$ cat config.mk
export PLATFORM = sky130hd
export DESIGN_NAME = sram_capture_ctrl_flat
export DESIGN_NICKNAME = d
export VERILOG_FILES = /design/src/rtl/sram_capture_if.sv /design/src/rtl/sram_capture_ctrl.sv /design/src/flat_wrapper.sv
export SDC_FILE = /design/constraint.sdc
export NUM_CORES = 1
export LEC_CHECK = 0
export CORE_MARGIN = 1
export CORE_UTILIZATION = 52
export DETAILED_ROUTE_END_ITERATION = 16
export PLACE_DENSITY_LB_ADDON = 0.1
export SYNTH_ARGS = -nofsm -noshare
export SYNTH_HDL_FRONTEND = slang
export SYNTH_SLANG_ARGS = --single-unit
$ cat constraint.sdc
create_clock -name clk -period 3.75 [get_ports clk]
set_input_delay 0.75 -clock clk [delete_from_list [all_inputs] [get_ports clk]]
set_output_delay 0.75 -clock clk [all_outputs]
set_load 0.01 [all_outputs]
$ cat src/rtl/sram_capture_if.sv
// Debug-register and SRAM-side signal bundle of the debug capture controller.
// The controller drives the master side; the register bank / SRAM sees the slave side.
interface sram_capture_if #(
    parameter int ADDR_W = 10,
    parameter int HOLD_W = 16
);
    logic              arm;
    logic              abort;
    logic              trig_in;
    logic [ADDR_W:0]   n_samples;
    logic [HOLD_W-1:0] holdoff;
    logic [ADDR_W-1:0] in_addr;
    logic [ADDR_W-1:0] sram_addr;
    logic              wr_en;
    logic              busy;
    logic              done;
    logic [2:0]        state;
    logic [ADDR_W:0]   wr_count;

    modport master (
        input  arm, abort, trig_in, n_samples, holdoff, in_addr,
        output sram_addr, wr_en, busy, done, state, wr_count
    );

    modport slave (
        output arm, abort, trig_in, n_samples, holdoff, in_addr,
        input  sram_addr, wr_en, busy, done, state, wr_count
    );
endinterface

$ cat src/rtl/sram_capture_ctrl.sv
// Debug SRAM capture sequencer: arm, trigger, hold-off, fill n_eff words,
// then return the SRAM address bus to JTAG readback.
module sram_capture_ctrl #(
    parameter int ADDR_W = 10,
    parameter int DEPTH  = 2**ADDR_W,
    parameter int HOLD_W = 16
) (
    input  logic           clk,
    input  logic           rst,
    sram_capture_if.master bus
);
    typedef enum logic [2:0] {
        IDLE    = 3'd0,
        ARMED   = 3'd1,
        HOLDOFF = 3'd2,
        CAPTURE = 3'd3,
        DONE    = 3'd4
    } state_t;

    localparam int CW = ADDR_W + 1;
    localparam logic [ADDR_W:0] DEPTH_C = CW'(DEPTH);

    state_t            state_q, state_n;
    logic              arm_d, trig_d;
    logic [HOLD_W-1:0] hcnt_q, hcnt_n;
    logic [ADDR_W:0]   n_eff_q, n_eff_n;
    logic [ADDR_W:0]   cnt_q, cnt_n;
    logic [ADDR_W-1:0] addr_q, addr_n;
    logic              wr_en_q;
    logic              arm_rise, trig_rise, busy;

    assign arm_rise  = bus.arm & ~arm_d;
    assign trig_rise = bus.trig_in & ~trig_d;

    always_comb begin
        state_n = state_q;
        hcnt_n  = hcnt_q;
        n_eff_n = n_eff_q;
        cnt_n   = cnt_q;
        addr_n  = addr_q;
        // Every CAPTURE cycle is a real write, so it is counted even when aborted.
        if (state_q == CAPTURE) begin
            cnt_n = cnt_q + 1'b1;
        end
        if (bus.abort) begin
            state_n = IDLE;
        end else begin
            unique case (state_q)
                IDLE: begin
                    if (arm_rise) begin
                        if (bus.n_samples == '0 || bus.n_samples > DEPTH_C) begin
                            n_eff_n = DEPTH_C;
                        end else begin
                            n_eff_n = bus.n_samples;
                        end
                        hcnt_n  = bus.holdoff;
                        cnt_n   = '0;
                        addr_n  = '0;
                        state_n = ARMED;
                    end
                end
                ARMED: begin
                    if (trig_rise) begin
                        state_n = (hcnt_q == '0) ? CAPTURE : HOLDOFF;
                    end
                end
                HOLDOFF: begin
                    hcnt_n = hcnt_q - 1'b1;
                    if (hcnt_q == HOLD_W'(1)) begin
                        state_n = CAPTURE;
                    end
                end
                CAPTURE: begin
                    // Address is left on the last word so it never wraps.
                    if (cnt_q == n_eff_q - 1'b1) begin
                        state_n = DONE;
                    end else begin
                        addr_n = addr_q + 1'b1;
                    end
                end
                DONE: begin
                    if (!bus.arm) begin
                        state_n = IDLE;
                    end
                end
                default: state_n = IDLE;
            endcase
        end
    end

    always_ff @(posedge clk or posedge rst) begin
        if (rst) begin
            state_q <= IDLE;
            arm_d   <= 1'b0;
            trig_d  <= 1'b0;
            hcnt_q  <= '0;
            n_eff_q <= '0;
            cnt_q   <= '0;
            addr_q  <= '0;
            wr_en_q <= 1'b0;
        end else begin
            state_q <= state_n;
            arm_d   <= bus.arm;
            trig_d  <= bus.trig_in;
            hcnt_q  <= hcnt_n;
            n_eff_q <= n_eff_n;
            cnt_q   <= cnt_n;
            addr_q  <= addr_n;
            wr_en_q <= (state_n == CAPTURE);
        end
    end

    assign busy          = (state_q == ARMED) || (state_q == HOLDOFF) ||
                           (state_q == CAPTURE);
    assign bus.busy      = busy;
    assign bus.done      = (state_q == DONE);
    assign bus.state     = state_q;
    assign bus.wr_en     = wr_en_q;
    assign bus.wr_count  = cnt_q;
    assign bus.sram_addr = busy ? addr_q : bus.in_addr;
endmodule
$ cat src/flat_wrapper.sv
// flat-port wrapper written by rule: the top's interface ports become plain ports
module sram_capture_ctrl_flat 
#(
    parameter int ADDR_W = 10,
    parameter int DEPTH  = 2**ADDR_W,
    parameter int HOLD_W = 16
)
  (clk, rst, bus_arm, bus_abort, bus_trig_in, bus_n_samples, bus_holdoff, bus_in_addr, bus_sram_addr, bus_wr_en, bus_busy, bus_done, bus_state, bus_wr_count);
  sram_capture_if #(.ADDR_W(ADDR_W), .HOLD_W(HOLD_W)) bus_i ();
  input  logic clk;
  input  logic rst;
  input wire logic [$bits(bus_i.arm)-1:0] bus_arm;
  input wire logic [$bits(bus_i.abort)-1:0] bus_abort;
  input wire logic [$bits(bus_i.trig_in)-1:0] bus_trig_in;
  input wire logic [$bits(bus_i.n_samples)-1:0] bus_n_samples;
  input wire logic [$bits(bus_i.holdoff)-1:0] bus_holdoff;
  input wire logic [$bits(bus_i.in_addr)-1:0] bus_in_addr;
  output wire logic [$bits(bus_i.sram_addr)-1:0] bus_sram_addr;
  output wire logic [$bits(bus_i.wr_en)-1:0] bus_wr_en;
  output wire logic [$bits(bus_i.busy)-1:0] bus_busy;
  output wire logic [$bits(bus_i.done)-1:0] bus_done;
  output wire logic [$bits(bus_i.state)-1:0] bus_state;
  output wire logic [$bits(bus_i.wr_count)-1:0] bus_wr_count;
  assign bus_i.arm = bus_arm;
  assign bus_i.abort = bus_abort;
  assign bus_i.trig_in = bus_trig_in;
  assign bus_i.n_samples = bus_n_samples;
  assign bus_i.holdoff = bus_holdoff;
  assign bus_i.in_addr = bus_in_addr;
  assign bus_sram_addr = bus_i.sram_addr;
  assign bus_wr_en = bus_i.wr_en;
  assign bus_busy = bus_i.busy;
  assign bus_done = bus_i.done;
  assign bus_state = bus_i.state;
  assign bus_wr_count = bus_i.wr_count;
  sram_capture_ctrl #(.ADDR_W(ADDR_W), .DEPTH(DEPTH), .HOLD_W(HOLD_W)) u_core (.clk(clk), .rst(rst), .bus(bus_i));
endmodule
==> reports/results.ini, run 1 <==
[outcome]
status = finished clean

[clocking]
clock_sinks = 54
tritoncts = built
cts.clk_slew.worst_paths_ns = 0.10
holdBufCountCts = 0
cts_root_buffer = clkbuf_8
ctsResizeCount = 0
post_cts_buffers = 0
numCtsBuffers = 5
clock_latency_ns = 0.31
clock_path_buffers = 2
h-tree-depth = 2

[synthesis]
synth_edf_count = 0
synthArstFlopShare_pct = 100
yosysMostFrequentCell = nand2_1
synth_top_area_share_pct = 40.4
synth_seq_cells = 54
yosysUniqueCellTypes = 56
synth.avg_cell_area_um2 = 8.35
yosys.area.top_type = dfrtp_1
synth.area.top_cells = dfrtp_1 (40%), nand2_1 (7.1%), a21oi_1 (5.5%), o21ai_0 (4.0%), nor2_1 (3.4%)
seq_area_frac_synth_pct = 40.4
syn_inst = 401
synth_nets = 448
synth_ff_type = dfrtp_1
ys_warn_count = 0
synth_common_cells = nand2_1 (63), dfrtp_1 (54), a21oi_1 (37)
synth_area_mm2 = 0.00335

[final_layout]
fillers = 517
area_growth_syn_to_layout_pct = 24.2
multiInputGateArea_mm2 = 0.00187
regArea_mm2 = 0.00135
diodes = 0
layout-drive-gt1-share_pct = 6.67
layout.nets = 511

[critical_path]
reg2reg_depth = 9
crit_path_start_kind = flop
slowest_stage = or4_2
endpoint_kind = flop
crit_fanout = 19
crit_type = reg -> reg
crit_chain = inv_1 > ha_1 > or3b_2 > nor4_1 > mux2_2 > o2111ai_2 > o21bai_4 > or4_2 > nand3_1
r2r-end = u_core.addr_q[5]$_DFFE_PP0P_
cp.required_ns = 3.99
cp.arrival_ns = 3.28
r2r-start = u_core.n_eff_q[0]$_DFFE_PP0P_
r2r_slack_ns = 0.70
cpPeakStageDelay_ns = 0.68

[run]
cap_violations = 0

[detailed_routing]
wl_met1_mm = 3.70
drt_iter0_drc = 147
routed.top_layer = met4
detail-route-antenna-nets = 0
drt_pre_antenna_iters = 4
routed_wl_mm = 8.13
route.vias.total = 3152
met3WireLength_um = 347
remaining_drc_errors = 0
vias_per_cell = 5.84
met2_length_mm = 3.95
wire_per_inst_um = 15.1

[die]
fp.dieArea_mm2 = 0.00676
fp.coreArea_mm2 = 0.00606
io_pins = 69
die_w_um = 82.2
start_util_pct = 55.2
rows = 28
die_y_um = 82.2

[worst_hold_path]
hp-class = reg -> reg
min_to = u_core.addr_q[0]$_DFFE_PP0P_
hold_start = u_core.addr_q[0]$_DFFE_PP0P_
hold_depth = 1

[timing]
rsz0062_at_grt = false
skew_ns = 0.0127
whs_ns = 0.534
worst_pin_slew_ns = 0.762
fin_ws_ns = 0.703
drv_slew = 0
tns_ns = 0
hold_viol = 0
clock.fmax_ghz = 0.328
slew-limit-headroom_pct = 49.2
finalCritPeriodShare_pct = 81.3
finalSetupViolCount = 0
layout_min_cycle_time_ns = 3.05

[global_route]
track_usage_pct = 25.6
grt_pass1_wl_mm = 13.2
grt_pass1_vias = 2924
grt_max_degree = 34
grt-ovfl-total = 0
antenna_found_initial = 0

[place]
place.gp.congestion = 0.821
dp_hpwl_mm = 5.98
port_buffers = 68
place_ws_ns = 0.732

[pwr]
power_w = 0.00154
peakVddDrop_mv = 0.221
power_density_mw_per_mm2 = 370
leakagePower_nw = 1.67

## placed cells by master, fill, tap and decap left out, types with 2 or more instances in the layout
master           instances
clkdlybuf4s50_1         68
a21oi_1                 37
xor2_1                   9
or4_2                    4
or2_2                    7
nand2b_1                12
and2_1                   2
nor4_1                   4
nor2b_1                  6
clkbuf_8                 5
nor2_1                  30
and3_1                   5
o32ai_1                  2
nand2_1                 63
buf_4                    4
nor3_1                  11
nand3b_1                 2
a22o_1                   3
a21oi_2                  3
nand3_1                 19
nor4b_1                  3
or3_1                    7
dfrtp_1                 54
o21ai_0                 27
ha_1                     5
mux2i_1                  2
or4_1                    5
nand4_1                  3
xnor2_1                 10
o31ai_1                  6
inv_1                    9
o22ai_1                  7
o211ai_1                 6
## critical path, delay by kind of cell (launching register included)
| family | cells | cell delay (ns) |
|---|---|---|
| mux | 1 | 0.38 |
| simple gates | 4 | 1.53 |
| flops | 1 | 0.44 |
| compound gates | 2 | 0.29 |
| buf+inv | 1 | 0.09 |
| fa+ha+maj | 1 | 0.24 |
## where the power goes
part	total (W)	internal, W	switching, W
combinational	0.000435	0.000227	0.000208
sequential	0.000777	0.000662	0.000114
clock	0.000326	0.000132	0.000194
total	0.00154	0.00102	0.000516
## worst max path at each step
stage	startpoint	depth (start not counted)	to	slack [ns]
after floorplan	u_core.n_eff_q[0]$_DFFE_PP0P_	9	u_core.addr_q[7]$_DFFE_PP0P_	1.01
after global placement	u_core.n_eff_q[0]$_DFFE_PP0P_	9	u_core.addr_q[7]$_DFFE_PP0P_	0.84
after detailed placement	u_core.n_eff_q[0]$_DFFE_PP0P_	9	u_core.addr_q[7]$_DFFE_PP0P_	0.73
after CTS	u_core.n_eff_q[0]$_DFFE_PP0P_	9	u_core.addr_q[5]$_DFFE_PP0P_	0.72
after global routing	u_core.bus.state[0]$_DFF_PP0_	6	bus_sram_addr[2]	0.53
final	u_core.n_eff_q[0]$_DFFE_PP0P_	9	u_core.addr_q[5]$_DFFE_PP0P_	0.70
## registers in the layout, summed over array words and instances, names as in the netlist
signal,count
u_core.bus.wr_en,1
u_core.hcnt_q,16
u_core.addr_q,10
u_core.arm_d,1
u_core.trig_d,1
u_core.bus.wr_count,11
u_core.bus.state,3
u_core.n_eff_q,11
## cells by family (layout without fill, tap and decap cells)
kind of cell             Yosys count  in the layout  synth area share [%]
AND/OR/NAND/NOR                  189            189                  28.6
AO/OA/AOI/OAI                    103            103                  19.0
flip-flops                        54             54                  40.4
buffers and inverters             27             91                  3.66
XOR/XNOR                          20             20                  5.64
adder cells (fa/ha/maj)            5              5                  1.87
multiplexers                       3              3                 0.934
## final cells by class
type	count	share of cell area (%)
clock buffer	6	1.75
clock inverter	2	0.331
inverter	11	0.993
multi-input combinational	320	45.1
sequential	54	32.5
tap	75	2.26
timing repair buffer	72	17.1
## stage by stage
step	instances	instance area (um^2)	utilization [%]
after detailed placement	532	4070	67.2
after CTS	540	4160	68.6
after global placement	532	4070	67.2
after global routing	540	4160	68.6
after floorplan	401	3350	-
final	540	4160	68.6
## metal layers
| metal | vias up | global-route usage [%] |
|---|---|---|
| li1 | 1558 | - |
| met1 | 1492 | 33.4 |
| met2 | 89 | 43.6 |
| met3 | 13 | 3.63 |
| met4 | 0 | 8.77 |
| met5 | - | 0 |
Power figures use the tool's default switching activity.
==> inputs of run 2 (changes only) <==
Settings changed: CORE_UTILIZATION 52 to 47.
Clock period 3.75 ns to 2.61 ns, I/O delays scaled along.
==> reports/results.ini, run 2 (synthesis results as in run 1) <==
[die]
io_pins = 69  ; unchanged
start_util_pct = 49.0  ; was 55.2%
rows = 30  ; was 28
fp.dieArea_mm2 = 0.00746  ; was 0.00676 mm^2
fp.coreArea_mm2 = 0.00683  ; was 0.00606 mm^2
die_y_um = 86.4  ; was 82.2 um
die_w_um = 86.4  ; was 82.2 um

[detailed_routing]
detail-route-antenna-nets = 0  ; unchanged
wire_per_inst_um = 15.2  ; was 15.1 um
drt_pre_antenna_iters = 4  ; unchanged
drt_iter0_drc = 161  ; was 147
route.vias.total = 3261  ; was 3152
vias_per_cell = 5.60  ; was 5.84
routed_wl_mm = 8.83  ; was 8.13 mm
remaining_drc_errors = 0  ; unchanged

[clocking]
h-tree-depth = 2  ; unchanged
cts.clk_slew.worst_paths_ns = 0.10  ; about the same
clock_latency_ns = 0.31  ; about the same
clock_sinks = 54  ; unchanged
holdBufCountCts = 0  ; unchanged
clock_path_buffers = 2  ; unchanged
cts_root_buffer = clkbuf_8  ; unchanged
tritoncts = built  ; unchanged
numCtsBuffers = 5  ; unchanged

[timing]
slew-limit-headroom_pct = 56.1  ; was 49.2%
tns_ns = -0.0481  ; was 0 ns
finalSetupViolCount = 1  ; was 0
rsz0062_at_grt = true  ; was false
clock.fmax_ghz = 0.376  ; was 0.328 GHz
worst_pin_slew_ns = 0.655  ; was 0.762 ns
hold_viol = 0  ; unchanged
layout_min_cycle_time_ns = 2.66  ; was 3.05 ns
skew_ns = 0.00733  ; was 0.0127 ns
finalCritPeriodShare_pct = 102  ; was 81.3%
fin_ws_ns = -0.0481  ; was 0.703 ns
drv_slew = 0  ; unchanged

[pwr]
swShare_pct = 31.6  ; was 33.6%
leakagePower_nw = 1.86  ; was 1.67 nW
p_clk_share_pct = 26.8  ; was 21.2%
power_density_mw_per_mm2 = 565  ; was 370 mW/mm^2
p_comb_share_pct = 30.6  ; was 28.3%
power.switching_w = 0.000824  ; was 0.000516 W
pwr-share-seq_pct = 42.7  ; was 50.5%
power_w = 0.00261  ; was 0.00154 W
peakVddDrop_mv = 0.275  ; was 0.221 mV
p_int_w = 0.00178  ; was 0.00102 W

[final_layout]
diodes = 0  ; unchanged
most-common-layout-cells = clkdlybuf4s50_1 (68), nand2_1 (63), dfrtp_1 (54), a21oi_1 (36), nor2_1 (29)  ; was clkdlybuf4s50_1 (68), nand2_1 (63), dfrtp_1 (54), a21oi_1 (37), nor2_1 (30)
largest-register = u_core.hcnt_q  ; unchanged
largest_register_ffs = 16  ; unchanged
area_growth_syn_to_layout_pct = 37.9  ; was 24.2%
final_common_cell = clkdlybuf4s50_1  ; unchanged
layout.nets = 532  ; was 511
fin_area_mm2 = 0.00462  ; was 0.00416 mm^2
layout-drive-gt1-share_pct = 15.0  ; was 6.67%
finalNonFillerCells = 582  ; was 540

[place]
port_buffers = 68  ; unchanged
dp_cells = 569  ; was 532
place_area_mm2 = 0.00425  ; was 0.00407 mm^2
dp_hpwl_mm = 5.99  ; was 5.98 mm
place.gp.congestion = 0.923  ; was 0.821

[global_route]
grt-ovfl-total = 0  ; unchanged
grt_pass1_vias = 2989  ; was 2924
grt_max_degree = 55  ; was 34
grt_pass1_wl_mm = 14.3  ; was 13.2 mm
track_usage_pct = 24.3  ; was 25.6%
antenna_found_initial = 0  ; unchanged

[critical_path]
cp.arrival_ns = 2.84  ; was 3.28 ns
endpoint_kind = flop  ; unchanged
crit_fanout = 7  ; was 19
crit_path_start_kind = flop  ; unchanged
cp.required_ns = 2.79  ; was 3.99 ns
r2r_slack_ns = -0.05  ; was 0.70 ns
crit_type = reg -> reg  ; unchanged

[worst_hold_path]
hp-class = reg -> reg  ; unchanged

[outcome]
status = complete, but fails checks  ; was finished clean
failed_checks = negative setup slack

[run]
cap_violations = 0  ; unchanged

[run 2: cell types whose count changed in the layout (fill, tap and decap cells not counted), moves of 3 or more]
cell | before | now
buf_6 | 0 | 7
buf_4 | 4 | 16
or4_4 | 1 | 5
or4_1 | 5 | 2
o31ai_1 | 6 | 3
[run 2: power by group through the flow]
stage | clock network (W) | logic [W] | registers (W)
floorplan | 0 | 0.000439 | 0.00109
global placement | 0 | 0.000671 | 0.00111
detailed placement | 0 | 0.000691 | 0.00112
CTS | 0.000708 | 0.000756 | 0.00111
global route | 0.000735 | 0.000877 | 0.00114
finish | 0.000698 | 0.000797 | 0.00111
[run 2: what timing repair did]
| item | in CTS | in global routing |
|---|---|---|
| pin swaps | 15 | 5 |
| setup buffers | 5 | 1 |
| endpoints found under the setup margin | 17 | 20 |
| resized for setup | 28 | 10 |
[run 2: stage by stage]
| stage | hold WS [ns] | utilization, % | setup WS (ns) |
|---|---|---|---|
| finish | 0.535 | 67.6 | -0.0481 |
| global route | 0.578 | 67.6 | -0.157 |
| CTS | 0.543 | 66.7 | -0.0513 |
| detailed placement | 0.530 | 62.3 | -0.0911 |
| global placement | 0.527 | 62.3 | 0.0153 |
| floorplan | 0.498 | - | 0.0160 |
[run 2: final cells by class]
class	instances	area (um^2)
inverter	11	42.5
multi-input combinational	320	2040
clock buffer	6	82.6
clock inverter	2	60.1
sequential	54	1350
fill	576	2220
tap	96	120
timing repair buffer	93	920
[run 2: worst max-delay path, cell delays in order, from the launching register on]
cell and delay, ns:
dfrtp_1 0.42, inv_2 0.09, ha_4 0.13, or3b_4 0.43, nor4_4 0.17, mux2_4 0.34
o2111ai_4 0.09, o21bai_4 0.13, buf_6 0.16, buf_6 0.12, buf_6 0.11, o211ai_1 0.25
nand3_2 0.10
[run 2: metal layers]
layer  track usage (%)  up-vias  wire, um
met3              3.52       13       308
met5                 0        -         0
met1              33.6     1576      3990
met4              6.52        0       155
met2              40.0       72      4380
li1                  -     1600         -
[run 2: worst paths after layout]
check / start / cells after the start / endpoint
max in group asynchronous: rst / 3 / u_core.addr_q[9]$_DFFE_PP0P_
hold / removal: u_core.addr_q[0]$_DFFE_PP0P_ / 1 / u_core.addr_q[0]$_DFFE_PP0P_
min in group asynchronous: rst / 3 / u_core.n_eff_q[9]$_DFFE_PP0P_
hold reg to reg: u_core.addr_q[0]$_DFFE_PP0P_ / 1 / u_core.addr_q[0]$_DFFE_PP0P_
setup reg to reg: u_core.n_eff_q[1]$_DFFE_PP0P_ / 12 / u_core.addr_q[6]$_DFFE_PP0P_
setup / recovery: u_core.n_eff_q[1]$_DFFE_PP0P_ / 12 / u_core.addr_q[6]$_DFFE_PP0P_
==> inputs of run 3 (changes only) <==
Settings changed: TNS_END_PERCENT from default to 30.
==> reports/results.ini, run 3 (synthesis results as in run 1) <==
[run]
cap_violations = 0  ; unchanged

[clocking]
numCtsBuffers = 5  ; unchanged
clock_sinks = 54  ; unchanged
clock_latency_ns = 0.31  ; about the same
cts.clk_slew.worst_paths_ns = 0.10  ; about the same
clock_path_buffers = 2  ; unchanged
cts_root_buffer = clkbuf_8  ; unchanged
h-tree-depth = 2  ; unchanged
tritoncts = built  ; unchanged

[timing]
layout_min_cycle_time_ns = 2.65  ; was 2.66 ns
worst_pin_slew_ns = 0.658  ; was 0.655 ns
finalCritPeriodShare_pct = 101  ; was 102%
clock.fmax_ghz = 0.378  ; was 0.376 GHz
skew_ns = 0.00792  ; was 0.00733 ns
whs_ns = 0.536  ; was 0.535 ns
finalSetupViolCount = 1  ; unchanged
drv_slew = 0  ; unchanged
hold_viol = 0  ; unchanged
slew-limit-headroom_pct = 55.8  ; was 56.1%
tns_ns = -0.0350  ; was -0.0481 ns
rsz0062_at_grt = true  ; unchanged
fin_ws_ns = -0.0350  ; was -0.0481 ns

[die]
die_w_um = 86.4  ; unchanged
fp.coreArea_mm2 = 0.00683  ; unchanged
fp.dieArea_mm2 = 0.00746  ; unchanged
die_y_um = 86.4  ; unchanged
start_util_pct = 49.0  ; unchanged
rows = 30  ; unchanged
io_pins = 69  ; unchanged

[global_route]
grt_pass1_wl_mm = 14.3  ; unchanged
track_usage_pct = 24.3  ; unchanged
grt_pass1_vias = 2991  ; was 2989
antenna_found_initial = 0  ; unchanged
grt_max_degree = 55  ; unchanged
grt-ovfl-total = 0  ; unchanged

[critical_path]
crit_family = simple AND/OR/NAND/NOR gates  ; unchanged
crit_type = reg -> reg  ; unchanged
endpoint_kind = flop  ; unchanged
cp.required_ns = 2.86  ; was 2.79 ns
cpPeakStageDelay_ns = 0.69  ; was 0.43 ns
crit_chain = inv_2 > ha_4 > or3b_4 > nor4_4 > mux2_4 > o2111ai_4 > o21bai_4 > or4_2 > nand3_2  ; was inv_2 > ha_4 > or3b_4 > nor4_4 > mux2_4 > o2111ai_4 > o21bai_4 > buf_6 > buf_6 > buf_6 > o211ai_1 > nand3_2
crit_path_start_kind = flop  ; unchanged
crit_fanout = 7  ; unchanged
cp.arrival_ns = 2.89  ; was 2.84 ns
path_buf_inv = 1  ; was 4
slowest_stage = or4_2  ; was or3b_4
r2r_slack_ns = -0.04  ; was -0.05 ns

[detailed_routing]
drt_iter0_drc = 161  ; unchanged
remaining_drc_errors = 0  ; unchanged
wire_per_inst_um = 15.2  ; about the same
route.vias.total = 3262  ; was 3261
vias_per_cell = 5.60  ; about the same
drt_pre_antenna_iters = 4  ; unchanged
routed_wl_mm = 8.82  ; was 8.83 mm
detail-route-antenna-nets = 0  ; unchanged

[final_layout]
layout-drive-gt1-share_pct = 14.8  ; was 15.0%
fillers = 577  ; was 576
diodes = 0  ; unchanged
finalNonFillerCells = 582  ; unchanged
area_growth_syn_to_layout_pct = 37.3  ; was 37.9%
most-common-layout-cells = clkdlybuf4s50_1 (68), nand2_1 (63), dfrtp_1 (54), a21oi_1 (36), nor2_1 (29)  ; unchanged
largest_register_ffs = 16  ; unchanged
final_common_cell = clkdlybuf4s50_1  ; unchanged
layout.nets = 532  ; unchanged
largest-register = u_core.hcnt_q  ; unchanged

[outcome]
status = complete, but fails checks  ; unchanged
failed_checks = negative setup slack  ; unchanged

[place]
dp_hpwl_mm = 5.99  ; unchanged
place.gp.congestion = 0.923  ; unchanged
port_buffers = 68  ; unchanged
dp_cells = 569  ; unchanged
place_ws_ns = -0.0911  ; unchanged

[worst_hold_path]
hp-class = reg -> reg  ; unchanged

[pwr]
leakagePower_nw = 1.86  ; about the same
power_density_mw_per_mm2 = 568  ; was 565 mW/mm^2
peakVddDrop_mv = 0.275  ; about the same

## run 3: stage by stage
| step | instance area, um^2 | utilization (%) | power [W] |
|---|---|---|---|
| after floorplan | 3360 | - | 0.00152 |
| after global placement | 4250 | 62.3 | 0.00178 |
| after detailed placement | 4250 | 62.3 | 0.00181 |
| after CTS | 4550 | 66.7 | 0.00257 |
| after global routing | 4600 | 67.3 | 0.00275 |
| final | 4600 | 67.3 | 0.00261 |
## run 3: final cells by class
cell class / instances / area, um^2 / share of cell area [%]
inverter: 11 / 42.5 / 0.925
timing repair buffer: 93 / 916 / 19.9
clock inverter: 2 / 60.1 / 1.31
clock buffer: 6 / 82.6 / 1.80
sequential: 54 / 1350 / 29.4
tap: 96 / 120 / 2.61
multi-input combinational: 320 / 2030 / 44.1
## run 3: final timing paths
kind                                                from                       endpoint  cells after the start
max                        u_core.n_eff_q[1]$_DFFE_PP0P_   u_core.addr_q[6]$_DFFE_PP0P_                      9
min                         u_core.addr_q[0]$_DFFE_PP0P_   u_core.addr_q[0]$_DFFE_PP0P_                      1
max reg2reg                u_core.n_eff_q[1]$_DFFE_PP0P_   u_core.addr_q[6]$_DFFE_PP0P_                      9
min reg2reg                 u_core.addr_q[0]$_DFFE_PP0P_   u_core.addr_q[0]$_DFFE_PP0P_                      1
max in group asynchronous                            rst   u_core.addr_q[9]$_DFFE_PP0P_                      3
min in group asynchronous                            rst  u_core.n_eff_q[9]$_DFFE_PP0P_                      3
## run 3: timing repair
item,in CTS,in global routing
hold buffers,0,0
endpoints found under the setup margin,17,20
pin swaps,15,5
buffers inserted,5,1
resized for setup,28,7
## run 3: per-layer routing
metal | routed length (um) | global-route usage [%] | vias to the layer above
met5 | 0 | 0 | -
met4 | 90 | 6.52 | 0
met3 | 299 | 3.52 | 7
met2 | 4420 | 40.0 | 74
met1 | 4020 | 33.6 | 1580
li1 | - | - | 1601
## run 3: report_power, final
part / leakage, nW / switching (W) / total, W / internal (W)
Clock: 0.0714 / 0.000291 / 0.000700 / 0.000409
Sequential: 0.671 / 0.000163 / 0.00111 / 0.000951
Combinational: 1.12 / 0.000373 / 0.000796 / 0.000424
Total: 1.86 / 0.000826 / 0.00261 / 0.00178
